`config.mk`:
```
export PLATFORM = sky130hd
export DESIGN_NAME = pixel_array_ctrl
export DESIGN_NICKNAME = d
export VERILOG_FILES = /design/src/rtl/pixel_array_pkg.sv /design/src/rtl/adc_ramp_counter.sv /design/src/rtl/pixel_array_ctrl.sv
export SDC_FILE = /design/constraint.sdc
export NUM_CORES = 1
export LEC_CHECK = 0
export CAP_MARGIN = 5
export CORE_MARGIN = 5
export CORE_UTILIZATION = 54
export CTS_CLUSTER_DIAMETER = 60
export DETAILED_ROUTE_END_ITERATION = 10
export PLACE_DENSITY = 0.84
export SETUP_SLACK_MARGIN = 0.4
export SKIP_CTS_REPAIR_TIMING = 1
export SYNTH_ARGS = -nofsm -noshare
export SYNTH_HDL_FRONTEND = slang
export SYNTH_SLANG_ARGS = --single-unit
```
`constraint.sdc`:
```
create_clock -name clk -period 2.8 [get_ports clk]
set_clock_uncertainty 0.1 [all_clocks]
set_input_delay 0.56 -clock clk [delete_from_list [all_inputs] [get_ports clk]]
set_output_delay 0.56 -clock clk [all_outputs]
set_load 0.03 [all_outputs]
```
`src/rtl/pixel_array_pkg.sv`:
```
// rtl/pixel_array_pkg.sv - shared states, Gray helpers and index-width helper for pixel_array_ctrl
package pixel_array_pkg;

  // Frame sequencer states
  localparam logic [2:0] ST_IDLE    = 3'd0;
  localparam logic [2:0] ST_ERASE   = 3'd1;
  localparam logic [2:0] ST_EXPOSE  = 3'd2;
  localparam logic [2:0] ST_CONVERT = 3'd3;
  localparam logic [2:0] ST_SETTLE  = 3'd4;
  localparam logic [2:0] ST_STREAM  = 3'd5;

  // Index width for n items, never narrower than one bit
  function automatic int idx_w(input int n);
    return (n > 1) ? $clog2(n) : 1;
  endfunction

  function automatic logic [31:0] bin2gray(input logic [31:0] b);
    return b ^ (b >> 1);
  endfunction

  function automatic logic [31:0] gray2bin(input logic [31:0] g);
    logic [31:0] b;
    b[31] = g[31];
    for (int i = 30; i >= 0; i--) begin
      b[i] = b[i+1] ^ g[i];
    end
    return b;
  endfunction

endpackage

```
`src/rtl/adc_ramp_counter.sv`:
```
// rtl/adc_ramp_counter.sv - saturating ramp counter with optional Gray-coded output
module adc_ramp_counter
  import pixel_array_pkg::*;
#(
  parameter int DW   = 8,
  parameter int GRAY = 1
) (
  input  logic          clk,
  input  logic          rst_n,
  input  logic          clear,
  input  logic          enable,
  output logic [DW-1:0] code,
  output logic          done
);

  logic [DW-1:0] bin;

  // Count one step per enabled cycle and hold at full scale so a frame never wraps
  always_ff @(posedge clk or negedge rst_n) begin
    if (!rst_n) begin
      bin <= '0;
    end else if (clear) begin
      bin <= '0;
    end else if (enable && !done) begin
      bin <= bin + 1'b1;
    end
  end

  assign done = (bin == {DW{1'b1}});

  // Pixels latch this code, so Gray mode keeps adjacent codes one bit apart
  always_comb begin
    code = bin;
    if (GRAY != 0) code = DW'(bin2gray(32'(bin)));
  end

endmodule

```
`src/rtl/pixel_array_ctrl.sv`:
```
// rtl/pixel_array_ctrl.sv - frame sequencer and row/column readout engine for a pixel array
module pixel_array_ctrl
  import pixel_array_pkg::*;
#(
  parameter int ROWS         = 2,
  parameter int COLS         = 2,
  parameter int DW           = 8,
  parameter int ERASE_CYCLES = 5,
  parameter int READ_SETTLE  = 2,
  parameter int GRAY         = 1
) (
  input  logic                      clk,
  input  logic                      rst_n,
  input  logic                      start,
  input  logic                      abort,
  input  logic [15:0]               expose_time,
  output logic                      erase,
  output logic                      expose,
  output logic                      convert,
  output logic                      adc_drive,
  output logic [DW-1:0]             adc_code,
  output logic [ROWS-1:0]           read,
  input  logic [COLS*DW-1:0]        col_data,
  output logic                      pix_valid,
  input  logic                      pix_ready,
  output logic [DW-1:0]             pix_data,
  output logic [idx_w(ROWS)-1:0]    pix_row,
  output logic [idx_w(COLS)-1:0]    pix_col,
  output logic                      pix_last,
  output logic                      busy,
  output logic                      frame_done
);

  localparam int RW = idx_w(ROWS);
  localparam int CW = idx_w(COLS);

  logic [2:0]         state;
  logic [15:0]        timer;
  logic [15:0]        exp_len;
  logic [RW-1:0]      row;
  logic [CW-1:0]      col;
  logic [COLS*DW-1:0] cap;
  logic               done_q;
  logic [DW-1:0]      ramp_code;
  logic               ramp_done;
  logic [DW-1:0]      sel;
  logic               hs;
  logic               last_col;
  logic               last_row;

  adc_ramp_counter #(.DW(DW), .GRAY(GRAY)) u_ramp (
    .clk    (clk),
    .rst_n  (rst_n),
    .clear  (state == ST_IDLE),
    .enable (state == ST_CONVERT),
    .code   (ramp_code),
    .done   (ramp_done)
  );

  assign hs       = pix_valid & pix_ready;
  assign last_col = (col == CW'(COLS - 1));
  assign last_row = (row == RW'(ROWS - 1));

  // Phase sequencing, row/column walk and column capture; abort beats everything but reset
  always_ff @(posedge clk or negedge rst_n) begin
    if (!rst_n) begin
      state   <= ST_IDLE;
      timer   <= '0;
      exp_len <= '0;
      row     <= '0;
      col     <= '0;
      cap     <= '0;
      done_q  <= 1'b0;
    end else if (abort) begin
      state   <= ST_IDLE;
      timer   <= '0;
      exp_len <= '0;
      row     <= '0;
      col     <= '0;
      cap     <= '0;
      done_q  <= 1'b0;
    end else begin
      done_q <= 1'b0;
      case (state)
        ST_IDLE: begin
          if (start) begin
            state   <= ST_ERASE;
            timer   <= 16'(ERASE_CYCLES - 1);
            exp_len <= (expose_time == 16'd0) ? 16'd1 : expose_time;
          end
        end
        ST_ERASE: begin
          if (timer == 16'd0) begin
            state <= ST_EXPOSE;
            timer <= exp_len - 16'd1;
          end else begin
            timer <= timer - 16'd1;
          end
        end
        ST_EXPOSE: begin
          if (timer == 16'd0) state <= ST_CONVERT;
          else                timer <= timer - 16'd1;
        end
        ST_CONVERT: begin
          if (ramp_done) begin
            state <= ST_SETTLE;
            row   <= '0;
            timer <= 16'(READ_SETTLE - 1);
          end
        end
        ST_SETTLE: begin
          if (timer == 16'd0) begin
            cap   <= col_data;
            col   <= '0;
            state <= ST_STREAM;
          end else begin
            timer <= timer - 16'd1;
          end
        end
        ST_STREAM: begin
          if (hs) begin
            if (!last_col) begin
              col <= col + 1'b1;
            end else begin
              col <= '0;
              if (!last_row) begin
                row   <= row + 1'b1;
                timer <= 16'(READ_SETTLE - 1);
                state <= ST_SETTLE;
              end else begin
                row    <= '0;
                state  <= ST_IDLE;
                done_q <= 1'b1;
              end
            end
          end
        end
        default: state <= ST_IDLE;
      endcase
    end
  end

  // Pick the captured column word currently being presented
  always_comb begin
    sel = '0;
    for (int c = 0; c < COLS; c++) begin
      if (col == CW'(c)) sel = cap[c*DW +: DW];
    end
  end

  // Phase outputs decode straight from state so reset and abort clear them together
  always_comb begin
    erase      = (state == ST_ERASE);
    expose     = (state == ST_EXPOSE);
    convert    = (state == ST_CONVERT);
    adc_drive  = convert;
    adc_code   = convert ? ramp_code : '0;
    read       = (state == ST_SETTLE) ? (ROWS'(1) << row) : '0;
    pix_valid  = (state == ST_STREAM);
    pix_data   = '0;
    if (pix_valid) pix_data = (GRAY != 0) ? DW'(gray2bin(32'(sel))) : sel;
    pix_row    = pix_valid ? row : '0;
    pix_col    = pix_valid ? col : '0;
    pix_last   = pix_valid & last_row & last_col;
    busy       = (state != ST_IDLE);
    frame_done = done_q;
  end

endmodule

```
==> summary.md, run 1 <==
The routing layer with the top usage in global route was met2. The tools report the routability congestion estimate from global placement as 0.9743. The most used flip-flop cell after synthesis is dfrtp_1. The start point of the critical path was cap[6]. Summed over all layers, the routed wires come to 10990 um. Of the cells placed in the final design, the portion with a size suffix greater than 1 is 21.25%. Power spread over the standard cell area amounts to 1036 nW/um2. Global-route track usage on met2: 37.42%.

The top cell type by area accounts for 38.10% of the synthesized area. The met3 usage in global routing is 5.468%. In the synthesized netlist, the number of instances is 437.

Data on the critical path arrives at its endpoint at 2160 ps. During placement, the flow inserted port buffers numbering 64. STA classifies the critical path endpoint as an output port. The tools report the iteration count of the initial detailed-routing pass as 5. The detailed router finished its first iteration with 333 violations. The element type at the critical path start is a flip-flop.

The repair_antennas step left the layout with diodes totalling 0. The tools report the cell area reported after detailed placement as 4840 um2. The tools report the initial antenna violation count as 0. The placement-stage worst setup slack was 97.91 ps; the mapped cell area was 4073 um2.

The source of the worst register-to-register timing path is u_ramp.bin[3]. The floorplan step defined a core boundary enclosing 7292 um2. In this run, synthesis produced a sequential element count of 62. The first-pass GRT wire length is 18060 um, and the number of nets in the layout is 569. The detail route stage leaves a number of antenna-violating nets equal to 0. Sequential cells were found to cover 38.10% of the synthesized design area. The die is 96.85 um tall. The path class of the tightest hold or removal check is in2async. The analysis attributes to cell leakage a power of 2.504 nW.

Compared with the post-synthesis result, the final layout area differs by 29.03%. The final reports fail on setup timing. Type of the setup path with the least slack: reg2out. The clock drives 62 sinks. The number of max-cap violations was 0; the peak fanout along the critical path was 3. The finished cells cover 5255 um2. The worst-case setup margin in the final layout is -16.95 ps. In this design, the stage delay of the slowest critical-path cell is 420 ps. The H-tree generated during clock tree synthesis spans 3 levels. For this design the top-level I/O count stands at 65. The number of clock buffers added by TritonCTS is 9. The worst-margin pin slew is 792.5 ps. During synthesis, Yosys emitted a total of 0 warnings. The run gives 2140 ps as the required time at the worst-slack endpoint.

At the later pin of the worst-skew pair, clock insertion delay measures 340 ps. In this run the core area contains 31 standard-cell rows. Static timing analysis puts the maximum clock frequency at 355.0 MHz. Counting along the longest clock path gives a buffer depth of 2. The initial utilization of the core area, before any placement, comes to 55.85%. For this run, global-route usage on met1 was measured as 30.38%. Detailed placement finished with a half-perimeter wire length of 8002 um. The flow ran to the end, but the final reports show violations. The tools report the final-report setup violation count as 1.

For the global route total overflow, the log shows 0. The cell type contributing the most total cell area after synthesis was dfrtp_1. Setup repair after global routing could not meet its margin everywhere.

The finished layout holds 626 standard cells, fillers aside. Yosys mapped a number of flops with a built-in enable equal to 0. Overall global routing resource usage: 23.12%. Across all layers, the routed design uses 3771 vias. Proportion of synthesized flip-flops having asynchronous set or reset: 100.0%. The number of inserted filler cells in the final layout was 531. Ranked by total cell area, the synthesized netlist is headed by dfrtp_1 (38%), a22o_1 (6.0%), nand2_1 (4.1%). Entering global routing, the biggest net connects 33 pins. The floorplan step defined a die boundary enclosing 9379 um2. The width of the chip was 96.85 um; the DRC violation count after routing was 0. The minimum clock period is 2817 ps, and the cell count after placement is 599. Measured against its own limit, the worst slew margin works out to 47.17%. For the count of distinct cell types in the synthesized netlist, the log shows 70.

The detailed-route wire length per cell was 17.56 um; the vias per cell was 6.024. The master cell of the clock root buffer was clkbuf_8. The max-slew violation count is 0, and the final worst-path cycle share is 100.6%. The number of global-route vias before repair was 3746. Clock-pin slew was measured on the worst setup and hold paths at 70 ps.

Worst-case reg-to-reg path depth: 7. TritonCTS built the clock tree. Traced cell by cell, the critical path runs through xnor3_2 -> xor3_1 -> mux2i_4 -> xnor2_2 -> xnor2_2 -> nor2_2 -> buf_6. A synthesized cell averages 9.320 um2. Cell with the most instances on the worst path: xnor2_2. The worst-case IR drop observed on VDD is 0.4226 mV.

The total count of hold-check failures in the final report came out at 0. The slowest stage of the critical path belongs to the cell dfrtp_1. The net count after synthesis is 483.
## report_power, final
part | switching, mW | internal (mW) | total (mW)
Clock | 0.352 | 0.542 | 0.895
Sequential | 0.192 | 1.03 | 1.22
Combinational | 2.03 | 1.29 | 3.33
Total | 2.58 | 2.87 | 5.45
## metrics by stage
stage / hold WS [ps] / utilization, % / setup TNS (ps) / power (mW)
after floorplan: 164.4 / - / 0 / 3.490
after global placement: 389.3 / 66.37 / 0 / 4.256
after detailed placement: 399.6 / 66.37 / 0 / 4.301
after CTS: 195.5 / 69.41 / -768.4 / 5.214
after global routing: 229.4 / 72.07 / -198.9 / 5.805
final: 201.2 / 72.07 / -16.95 / 5.446
## placed cells by master (no fill, tap or decap), types with 4 or more instances in the layout
cell type	instances
or3_1	5
dlymetal6s2s_1	9
nand2_1	42
a22o_1	28
xnor2_1	10
a211oi_1	4
nor4_1	9
nor2_1	35
xor2_1	17
clkbuf_8	11
ha_1	7
and3_1	5
o21ai_0	12
and2_1	12
nand4_1	10
mux2i_1	5
clkdlybuf4s50_1	36
o22ai_1	6
inv_1	13
nor4_2	4
nand3_1	11
dfrtp_1	59
nor3_1	15
buf_4	41
a21oi_1	24
o21ai_1	6
## final timing paths
path                               end  slack [ps]
min reg2reg                     cap[0]         420
max in group asynchronous     state[0]        1760
min                            cap[13]         200
max reg2reg                  timer[11]         510
min in group clk                cap[0]         420
max                        pix_data[0]         -20
## worst max-delay path, delay by kind of cell (launching register included)
family	cells	cell delay, ps
mux	1	230
xor+xnor	4	940
simple gates	1	100
flops	1	420
buf+inv	1	140
## sequential cells by signal (all words and copies together), names as in the netlist
register	count
u_ramp.bin	8
exp_len	16
state	3
timer	16
frame_done	1
cap	16
last_row	1
col	1
## per-layer routing
layer,share of wire [%],up-vias
met5,0,-
li1,-,1775
met2,48,149
met3,6.1,28
met4,2.4,0
met1,43,1819
## cell usage after synthesis, drive strengths merged, types with 4 or more instances
| master | count |
|---|---|
| dfrtp | 62 |
| nand2 | 45 |
| nor2 | 40 |
| a22o | 28 |
| a21oi | 27 |
| o21ai | 21 |
| nor3 | 17 |
| xor2 | 17 |
| buf | 14 |
| inv | 14 |
| nor4 | 14 |
| and2 | 13 |
| nand3 | 12 |
| xnor2 | 12 |
| nand4 | 10 |
| ha | 9 |
| or3 | 7 |
| mux2i | 6 |
| o22ai | 6 |
| a211oi | 5 |
| and3 | 5 |
| clkbuf | 4 |
| nor2b | 4 |
| o211ai | 4 |
## cells by family after synthesis
family	after synthesis	share of synthesized area (%)
simple gates	183	24.82
compound gates	112	20.34
flops	62	38.10
xor+xnor	33	8.510
buf+inv	32	3.686
fa+ha+maj	9	2.765
mux	6	1.782
## final cells by class
type | count | area, um2 | share of cell area [%]
clock buffer | 11 | 151.4 | 2.881
clock inverter | 4 | 70.07 | 1.333
inverter | 14 | 52.55 | 1.000
multi-input combinational | 343 | 2444 | 46.50
sequential | 62 | 1555 | 29.60
tap | 99 | 123.9 | 2.357
timing repair buffer | 93 | 858.3 | 16.33
No activity file was read; power rests on OpenSTA's default activity.
==> run 2, diff against run 1 <==
--- a/config.mk
+++ b/config.mk
@@ -11,6 +11,7 @@
 export CTS_CLUSTER_DIAMETER = 60
 export DETAILED_ROUTE_END_ITERATION = 10
 export PLACE_DENSITY = 0.84
+export REMOVE_ABC_BUFFERS = 1
 export SETUP_SLACK_MARGIN = 0.4
 export SKIP_CTS_REPAIR_TIMING = 1
 export SYNTH_ARGS = -nofsm -noshare
==> summary.md, run 2 (synthesis results as in run 1) <==
For the max-slew violation count, the log shows 0. The first routing iteration left 542 violations. In this run the deepest clock path goes through 2 buffers.

The top cell types in the final layout, fill and taps aside, are dfrtp_1 (59), buf_4 (50), nand2_1 (43). The largest registers in the layout are cap x16, exp_len x16, timer x16. The final worst-path cycle share is 102.6%.

The element type at the critical path start was a flip-flop. The final reports fail on setup timing. The critical path goes through xnor3_2 -> xor3_1 -> mux2i_4 -> xnor2_2 -> xnor2_1 -> nor2_1 -> buf_4. Across every metal layer, demand over resource in global routing totals 23.32%.

At the end of routability-driven placement, the weighted congestion stood at 0.9658. For this run, design rule violations remaining after detail routing come to 0. The cell sitting at the root of the clock tree is a clkbuf_8. In this run the worst hold path is classified as reg2reg. The number of nets in the layout is 583, and the share of total power consumed by net switching is 47.86%. In the final routed layout, each cell accounts on average for 18.85 um. Initial cell density of the core: 55.85%.

After floorplanning, the core was sized to cover 7292 um2. In this run, the combinational gates consume 61.6% of the power. The area of all placed cells without fillers came out at 5329 um2.

Number of diodes added for antenna fixing: 0. TritonCTS built the clock tree. The logs give 32 for the maximum number of pins on one net before global-route repair and 3 for the final-report setup violation count. Per report_power, the sequential group accounts for 22.0% of the total. Measured against its own limit, the worst slew margin works out to 53.32%. The pre-antenna-repair detailed-routing pass consisted of 5 iterations. The number of ports placed on the die boundary was 65.

Setup repair after global routing could not meet its margin everywhere. The latest clock arrival within the worst-skew pair is 350 ps. After detailed routing, the number of vias per cell comes to 6.234. Cells fill 73.08% of the core in the end.

The number of global-route vias before repair was 3660. The power share of the clock group was 16.4%. The floorplan step set the die width to 96.85 um. Commonest non-fill, non-tap cell in the layout: dfrtp_1. For the detailed placement HPWL, the log shows 7951 um. At the pin with the least slew margin, the transition time is 700.2 ps.

The total count of hold-check failures in the final report is 0. Cell with the biggest individual delay on the critical path: xnor3_2. For the global route total overflow, the log shows 0. Max-cap violations in this run came to 0.

The power density normalized to cell area was 1055 nW/um2; the aggregate routed wire length was 12060 um. STA classifies the critical path endpoint as an output port. The tools report the total number of H-tree levels as 3.

Row generation in the floorplan step produced 31 rows. The number of clock buffers inserted by TritonCTS was 9. The run gives 2.628 nW as the leakage power summed over all cells. For the worst-case setup margin in the final layout, the log shows -72.16 ps.

From bottom edge to top edge, the die measures 96.85 um. STA puts the critical path data arrival time at 2210 ps. The number of clock sinks is 62, and the net switching power is 2.691 mW. From synthesis to final layout, the design area changed by 30.84%. Along the worst path, the maximum fanout reaches 3. The run gives 2140 ps as the required time at the worst-slack endpoint. The worst IR drop on VDD is 0.5227 mV, and the area enclosed by the die boundary is 9379 um2. The setup path with the least slack is of type reg2out.

Clock-pin slew was measured on the worst setup and hold paths at 70 ps. The number of inserted filler cells in the final layout was 517; the highest clock frequency the design can meet was 348.2 MHz. Measured in cells, the most critical reg-to-reg path has a length of 6.

The instance count along the most critical hold path is 1. The first global-routing pass estimated 18110 um of wire. The initial antenna violation count is 0.

The run finished, with violations left. The minimum clock period was 2872 ps. The count of antenna-violating nets left after detailed routing is 0, and the share of cells above drive strength 1 is 21.44%.

The total vias in the final route came out at 3990. On the worst path, the slowest cell contributes a delay of 440 ps. The internal power consumption was 2.932 mW.

The cell area reported after detailed placement was 4857 um2; the number of I/O port buffers was 64.
run 2: cell count changes in the layout (fill, tap and decap cells not counted), moves of 2 or more:
cell	change
buf_12	-2
clkinv_2	-2
dlymetal6s2s_1	+5
buf_4	+9
run 2: area by class of cell:
| type | instances | area, um2 | share of cell area, % |
|---|---|---|---|
| tap | 99 | 123.9 | 2.324 |
| inverter | 14 | 52.55 | 0.9861 |
| multi-input combinational | 343 | 2415 | 45.32 |
| sequential | 62 | 1555 | 29.19 |
| clock inverter | 3 | 67.56 | 1.268 |
| clock buffer | 12 | 155.1 | 2.911 |
| timing repair buffer | 107 | 959.7 | 18.01 |
run 2: critical path: cells and delay by family, from the launching register on:
family / cells / cell delay (ps)
mux: 1 / 200
buf+inv: 1 / 170
flops: 1 / 400
simple gates: 1 / 70
xor+xnor: 4 / 1030
run 2: through the flow:
step / hold slack [ps] / power, mW / instances / worst slack (ps) / TNS [ps]
2_1_floorplan: 164.4 / 3.371 / 419 / 184.9 / 0
3_3_place_gp: 300.0 / 4.233 / 601 / 169.2 / 0
3_5_place_dp: 299.1 / 4.301 / 601 / 8.372 / 0
4_1_cts: -70.21 / 5.267 / 616 / -366.2 / -2437
5_1_grt: 452.4 / 5.914 / 640 / -168.4 / -385.7
6_report: 430.8 / 5.623 / 640 / -72.16 / -132.5
run 2: power by group through the flow:
stage                     clock, mW  combinational (mW)  sequential, mW
after floorplan                   0                2.15            1.22
after global placement            0                3.00            1.24
after detailed placement          0                3.05            1.25
after CTS                     0.914                3.12            1.24
after global routing          0.955                3.70            1.26
final                         0.921                3.47            1.24
run 2: worst paths after layout:
check / from / to / slack [ps]
min in group asynchronous: rst_n / cap[3] / 480
max in group asynchronous: rst_n / timer[5] / 1480
hold / removal: cap[1] / cap[1] / 430
setup reg to reg: timer[10] / state[0] / 390
hold reg to reg: cap[1] / cap[1] / 430
setup / recovery: cap[5] / pix_data[0] / -70
run 2: routing by layer:
| metal | vias up | global-route usage [%] | share of wire [%] |
|---|---|---|---|
| li1 | 1809 | - | - |
| met2 | 222 | 38.06 | 50 |
| met1 | 1917 | 30.64 | 40 |
| met5 | - | 0 | 0 |
| met4 | 0 | 11.02 | 3.3 |
| met3 | 42 | 3.094 | 7.2 |
